===== src/rtl/pm_min_search_ctrl.sv =====
`default_nettype none
// ============================================================================
// Module   : pm_min_search_ctrl
// Purpose  : Scans the 64 path metrics held in an 8-row path-metric memory
//            (8 metrics per row) and reports the smallest metric, the state
//            that holds it, and whether that minimum has grown large enough
//            that the metrics should be normalised.
// Ports    : clk, rst_n        - clock, asynchronous active-low reset
//            start             - one-cycle search request (ignored while busy)
//            pm_rd_en/addr     - memory read strobe and row address
//            pm_rd_data        - row data, returned one cycle after the read
//            busy              - search in progress
//            done              - one-cycle pulse when results update
//            best_state        - index {row, slice} of the minimum metric
//            best_metric       - minimum metric value (unsigned)
//            norm_req          - best_metric >= THRESH
// Revision : 1.0  initial release
// ============================================================================
module pm_min_search_ctrl #(
    parameter int         M      = 6,
    parameter logic [M:0] THRESH = (M+1)'(96)
) (
    input  logic               clk,
    input  logic               rst_n,
    input  logic               start,
    output logic               pm_rd_en,
    output logic [2:0]         pm_rd_addr,
    input  logic [8*(M+1)-1:0] pm_rd_data,
    output logic               busy,
    output logic               done,
    output logic [5:0]         best_state,
    output logic [M:0]         best_metric,
    output logic               norm_req
);

    typedef enum logic [1:0] {
        IDLE  = 2'd0,
        READ  = 2'd1,
        DRAIN = 2'd2
    } state_t;

    state_t     r_state;
    state_t     w_state_nxt;
    logic       w_accept;

    logic [2:0] r_row;       // row currently being read
    logic [2:0] r_row_d;     // row whose data is on pm_rd_data this cycle
    logic       r_rd_vld;    // pm_rd_data carries a requested row

    logic [M:0] r_run_min;
    logic [5:0] r_run_idx;

    logic [M:0] w_row_min;
    logic [2:0] w_row_slice;
    logic       w_take;
    logic [M:0] w_fin_min;
    logic [5:0] w_fin_idx;

    // ------------------------------------------------------------------
    // FSM: state register
    // ------------------------------------------------------------------
    always_ff @(posedge clk or negedge rst_n) begin
        if (!rst_n) begin
            r_state <= IDLE;
        end else begin
            r_state <= w_state_nxt;
        end
    end

    // ------------------------------------------------------------------
    // FSM: next state and state-decoded outputs
    // ------------------------------------------------------------------
    always_comb begin
        w_state_nxt = r_state;
        pm_rd_en    = 1'b0;
        busy        = 1'b0;
        w_accept    = 1'b0;
        case (r_state)
            IDLE: begin
                if (start) begin
                    w_accept    = 1'b1;
                    w_state_nxt = READ;
                end
            end
            READ: begin
                pm_rd_en = 1'b1;
                busy     = 1'b1;
                if (r_row == 3'd7) begin
                    w_state_nxt = DRAIN;
                end
            end
            DRAIN: begin
                busy        = 1'b1;
                w_state_nxt = IDLE;
            end
            default: begin
                w_state_nxt = IDLE;
            end
        endcase
    end

    // The row counter wraps 7 -> 0 on the last read, so it already reads
    // as 0 in DRAIN and IDLE and can drive the address directly.
    assign pm_rd_addr = r_row;

    always_ff @(posedge clk or negedge rst_n) begin
        if (!rst_n) begin
            r_row    <= 3'd0;
            r_row_d  <= 3'd0;
            r_rd_vld <= 1'b0;
        end else begin
            r_row_d  <= r_row;
            r_rd_vld <= pm_rd_en;
            if (w_accept) begin
                r_row <= 3'd0;
            end else if (r_state == READ) begin
                r_row <= r_row + 3'd1;
            end
        end
    end

    // ------------------------------------------------------------------
    // Row minimum: strict less-than while scanning upward keeps the lowest
    // slice index on ties.
    // ------------------------------------------------------------------
    always_comb begin
        w_row_min   = pm_rd_data[M:0];
        w_row_slice = 3'd0;
        for (int i = 1; i < 8; i++) begin
            if (pm_rd_data[i*(M+1) +: (M+1)] < w_row_min) begin
                w_row_min   = pm_rd_data[i*(M+1) +: (M+1)];
                w_row_slice = 3'(i);
            end
        end
    end

    // Earlier rows win ties against later rows, hence strict less-than.
    assign w_take    = r_rd_vld && (w_row_min < r_run_min);
    assign w_fin_min = w_take ? w_row_min : r_run_min;
    assign w_fin_idx = w_take ? {r_row_d, w_row_slice} : r_run_idx;

    always_ff @(posedge clk or negedge rst_n) begin
        if (!rst_n) begin
            r_run_min <= '1;
            r_run_idx <= 6'd0;
        end else if (w_accept) begin
            r_run_min <= '1;
            r_run_idx <= 6'd0;
        end else if (w_take) begin
            r_run_min <= w_row_min;
            r_run_idx <= {r_row_d, w_row_slice};
        end
    end

    // ------------------------------------------------------------------
    // Results: the last row is still being compared in DRAIN, so the
    // registered result takes the bypassed final minimum.
    // ------------------------------------------------------------------
    always_ff @(posedge clk or negedge rst_n) begin
        if (!rst_n) begin
            done        <= 1'b0;
            best_state  <= 6'd0;
            best_metric <= '0;
            norm_req    <= 1'b0;
        end else begin
            done <= (r_state == DRAIN);
            if (r_state == DRAIN) begin
                best_state  <= w_fin_idx;
                best_metric <= w_fin_min;
                norm_req    <= (w_fin_min >= THRESH);
            end
        end
    end

endmodule
`default_nettype wire


===== config.mk =====
export PLATFORM = sky130hd
export DESIGN_NAME = pm_min_search_ctrl
export DESIGN_NICKNAME = d
export VERILOG_FILES = /design/src/rtl/pm_min_search_ctrl.sv
export SDC_FILE = /design/constraint.sdc
export NUM_CORES = 1
export LEC_CHECK = 0
export ABC_AREA = 1
export CORE_MARGIN = 3
export CORE_UTILIZATION = 50
export CTS_BUF_LIST = sky130_fd_sc_hd__clkbuf_8
export CTS_CLUSTER_SIZE = 20
export DETAILED_ROUTE_END_ITERATION = 6
export GPL_ROUTABILITY_DRIVEN = 0
export GPL_TIMING_DRIVEN = 0
export PLACE_DENSITY_LB_ADDON = 0.2
export SKIP_CTS_REPAIR_TIMING = 1
export SLEW_MARGIN = 20
export SYNTH_ARGS = -nofsm -noshare
export SYNTH_HDL_FRONTEND = slang
export SYNTH_SLANG_ARGS = --single-unit
export TNS_END_PERCENT = 5

===== constraint.sdc =====
create_clock -name clk -period 3 [get_ports clk]
set_input_delay 0.3 -clock clk [delete_from_list [all_inputs] [get_ports clk]]
set_output_delay 0.3 -clock clk [all_outputs]
set_load 0.01 [all_outputs]

==> flow_metrics.env <==
export IMPL_postRouteAntennaNets=0
export IMPL_maxCapViolations=0
export IMPL_root_buffer="clkbuf_8"
export IMPL_cts_inserted_buffers=5
export IMPL_layout_common_cells="nand2_1, nand3_1, inv_1"
export IMPL_final_nets=821
export IMPL_synthDistinctLibCells=35
export IMPL_setup_violations=27
export IMPL_fin_setup_tns_ns=-160.48
export IMPL_p_leak_nw=3.01
export IMPL_period_minus_slack_ns=9.04
export IMPL_ys_seq_area_frac=0.244
export IMPL_rsz0062_at_grt="yes"
export IMPL_die_h_um=93.5
export IMPL_antenna_found_initial=0
export IMPL_hold_violations=0
export IMPL_area_delta_synth_final_pct=53.0
export IMPL_dpl_hpwl_mm=7.51
export IMPL_slew_viol_final=0
export IMPL_async_flop_share=1.00
export IMPL_synth_edff_count=0
export IMPL_viasPerCell=5.30
export IMPL_wl_per_cell_um=14.0
export IMPL_clk_pin_slew_ns=0.08
export IMPL_status="finished, violations left"
export IMPL_die_w_um=93.5
export IMPL_syn_inst=584
export IMPL_critPathSlowestCell="ha_1"
export IMPL_whs_ns=0.360
export IMPL_htreeDepth=2
export IMPL_fmax_ghz=0.111
export IMPL_cp_max_fo=8
export IMPL_clock_latency_ns=0.30
export IMPL_pre_cts_ws_ns=-7.54
export IMPL_period_share=3.01
export IMPL_drcViolationCount=0
export IMPL_cts_sink_count=37
export IMPL_grt_pass1_vias=3783
export IMPL_arrival_ns=9.23
export IMPL_wl_mm=11.6
export IMPL_tightest_slew_ns=0.593
export IMPL_grt_util_all_layers=0.215
export IMPL_cellPowerDensity_nw_per_um2=1020
export IMPL_synth_ff_latch_count=37
export IMPL_cts_tree="built"
export IMPL_reg2reg_depth=10
export IMPL_cts_buffer_depth=2
export IMPL_crit_path_start_kind="input pin"
export IMPL_vias=4388
export IMPL_start_util=0.522
export IMPL_core_um2=7330
export IMPL_ys_warnings_count=0
export IMPL_cpLargestDelayFamily="compound AO/OA/AOI/OAI gates"
export IMPL_place_inst=762
export IMPL_drtIter0Drc=156
export IMPL_syn_num_nets=677
export IMPL_drt_pass1_iter_count=5
export IMPL_grt_max_degree=34
export IMPL_stdcell_count=828
export IMPL_total_power_mw=5.98
export IMPL_critPathKind="in -> reg"
export IMPL_cp_depth=64
export IMPL_ys_flop_type="dfrtp_1"
export IMPL_hp_class="in -> async"
export IMPL_violations="negative setup slack"
export IMPL_drive_above_1_share=0.295
export IMPL_crit_path_frequent_cell="nand2_4"
export IMPL_final_common_cell="nand2_1"
export IMPL_peakVddDrop_mv=0.554
export IMPL_critPathBufInv=14
export IMPL_max_stage_delay_ns=0.32
export IMPL_die_area_um2=8740
export IMPL_grt_first_pass_wirelength_mm=15.7
export IMPL_crit_required_ns=3.19
export IMPL_fin_ws_ns=-6.04
export IMPL_skew_ns=0.00663
export IMPL_synth_avg_cell_area_um2=6.55
export IMPL_timing_max_slew_rel_slack=0.605
export IMPL_grt_overflow_total=0
export IMPL_synth_area_um2=3830
export IMPL_rows=31
export IMPL_n_antenna_cell=0
export IMPL_end_kind="flip-flop"
export IMPL_port_buffers=78
export IMPL_ios=79
## cells by family (layout without fill, tap and decap cells)
logic type	after synthesis	count (layout)	share of synthesized area
adders and majority gates	34	34	0.111
and+or+nand+nor	346	346	0.409
xor gates and xnor gates	1	1	0.00229
AOI/OAI and AO/OA	68	68	0.123
buffers and inverters	98	243	0.111
DFF	37	37	0.244
## state kept, by name, indices dropped and copies added (netlist names)
register	count
best_metric	7
best_state	6
done	1
norm_req	1
pm_rd_addr	3
r_rd_vld	1
r_row_d	3
r_run_idx	6
r_run_min	7
r_state	2
## per-stage QoR
step / cell area, um2 / utilization
6_report: 5860 / 0.799
5_1_grt: 5860 / 0.799
4_1_cts: 4910 / 0.670
3_5_place_dp: 4800 / 0.655
3_3_place_gp: 4780 / 0.653
2_1_floorplan: 3880 / -
## final cells by class
class / count / area (um2)
multi-input cells: 449 / 2960
fillers: 491 / 1470
repair buffers: 137 / 1260
flip-flops and latches: 37 / 935
inverters: 86 / 333
plain buffers: 12 / 135
well taps: 99 / 124
clock buffers: 5 / 68.8
clock inverters: 3 / 42.5
## per-layer routing
metal / vias to the layer above / wire (um) / part of all wire / GRT usage
li1: 2179 / - / - / -
met1: 2062 / 4990 / 0.43 / 0.282
met2: 131 / 5940 / 0.51 / 0.375
met3: 16 / 533 / 0.046 / 0.0354
met4: 0 / 125 / 0.011 / 0.0366
met5: - / 0 / 0 / 0
## power by group
part	switching (mW)	internal, mW
registers	0.124	0.780
logic	2.58	2.07
clock network	0.186	0.246
total	2.89	3.09
## path summary, 6_finish.rpt
path                                from        endpoint  slack, ns
max                        pm_rd_data[3]  best_metric[3]      -6.04
min                                rst_n  best_metric[2]       0.36
max reg2reg                 r_run_min[4]  best_metric[3]       0.86
min reg2reg                pm_rd_addr[1]      r_row_d[1]       0.44
max in group asynchronous          rst_n    r_run_min[5]       2.18
min in group clk           pm_rd_addr[1]      r_row_d[1]       0.44
## Yosys cell counts (all sizes together), types with 2 or more instances
cell type  instances  share of area
a21oi             14          0.034
buf                9          0.024
clkbuf             3         0.0029
dfrtp             30           0.20
dfstp              7          0.048
ha                34           0.11
inv               85          0.083
nand2            212           0.22
nand3             87           0.13
nand3b             5         0.0098
nand4              5         0.0082
nor2              34          0.038
nor3               2         0.0026
o211ai             8          0.022
o21ai             36          0.047
o21bai             5         0.0098
(Power assumes the default switching activity.)
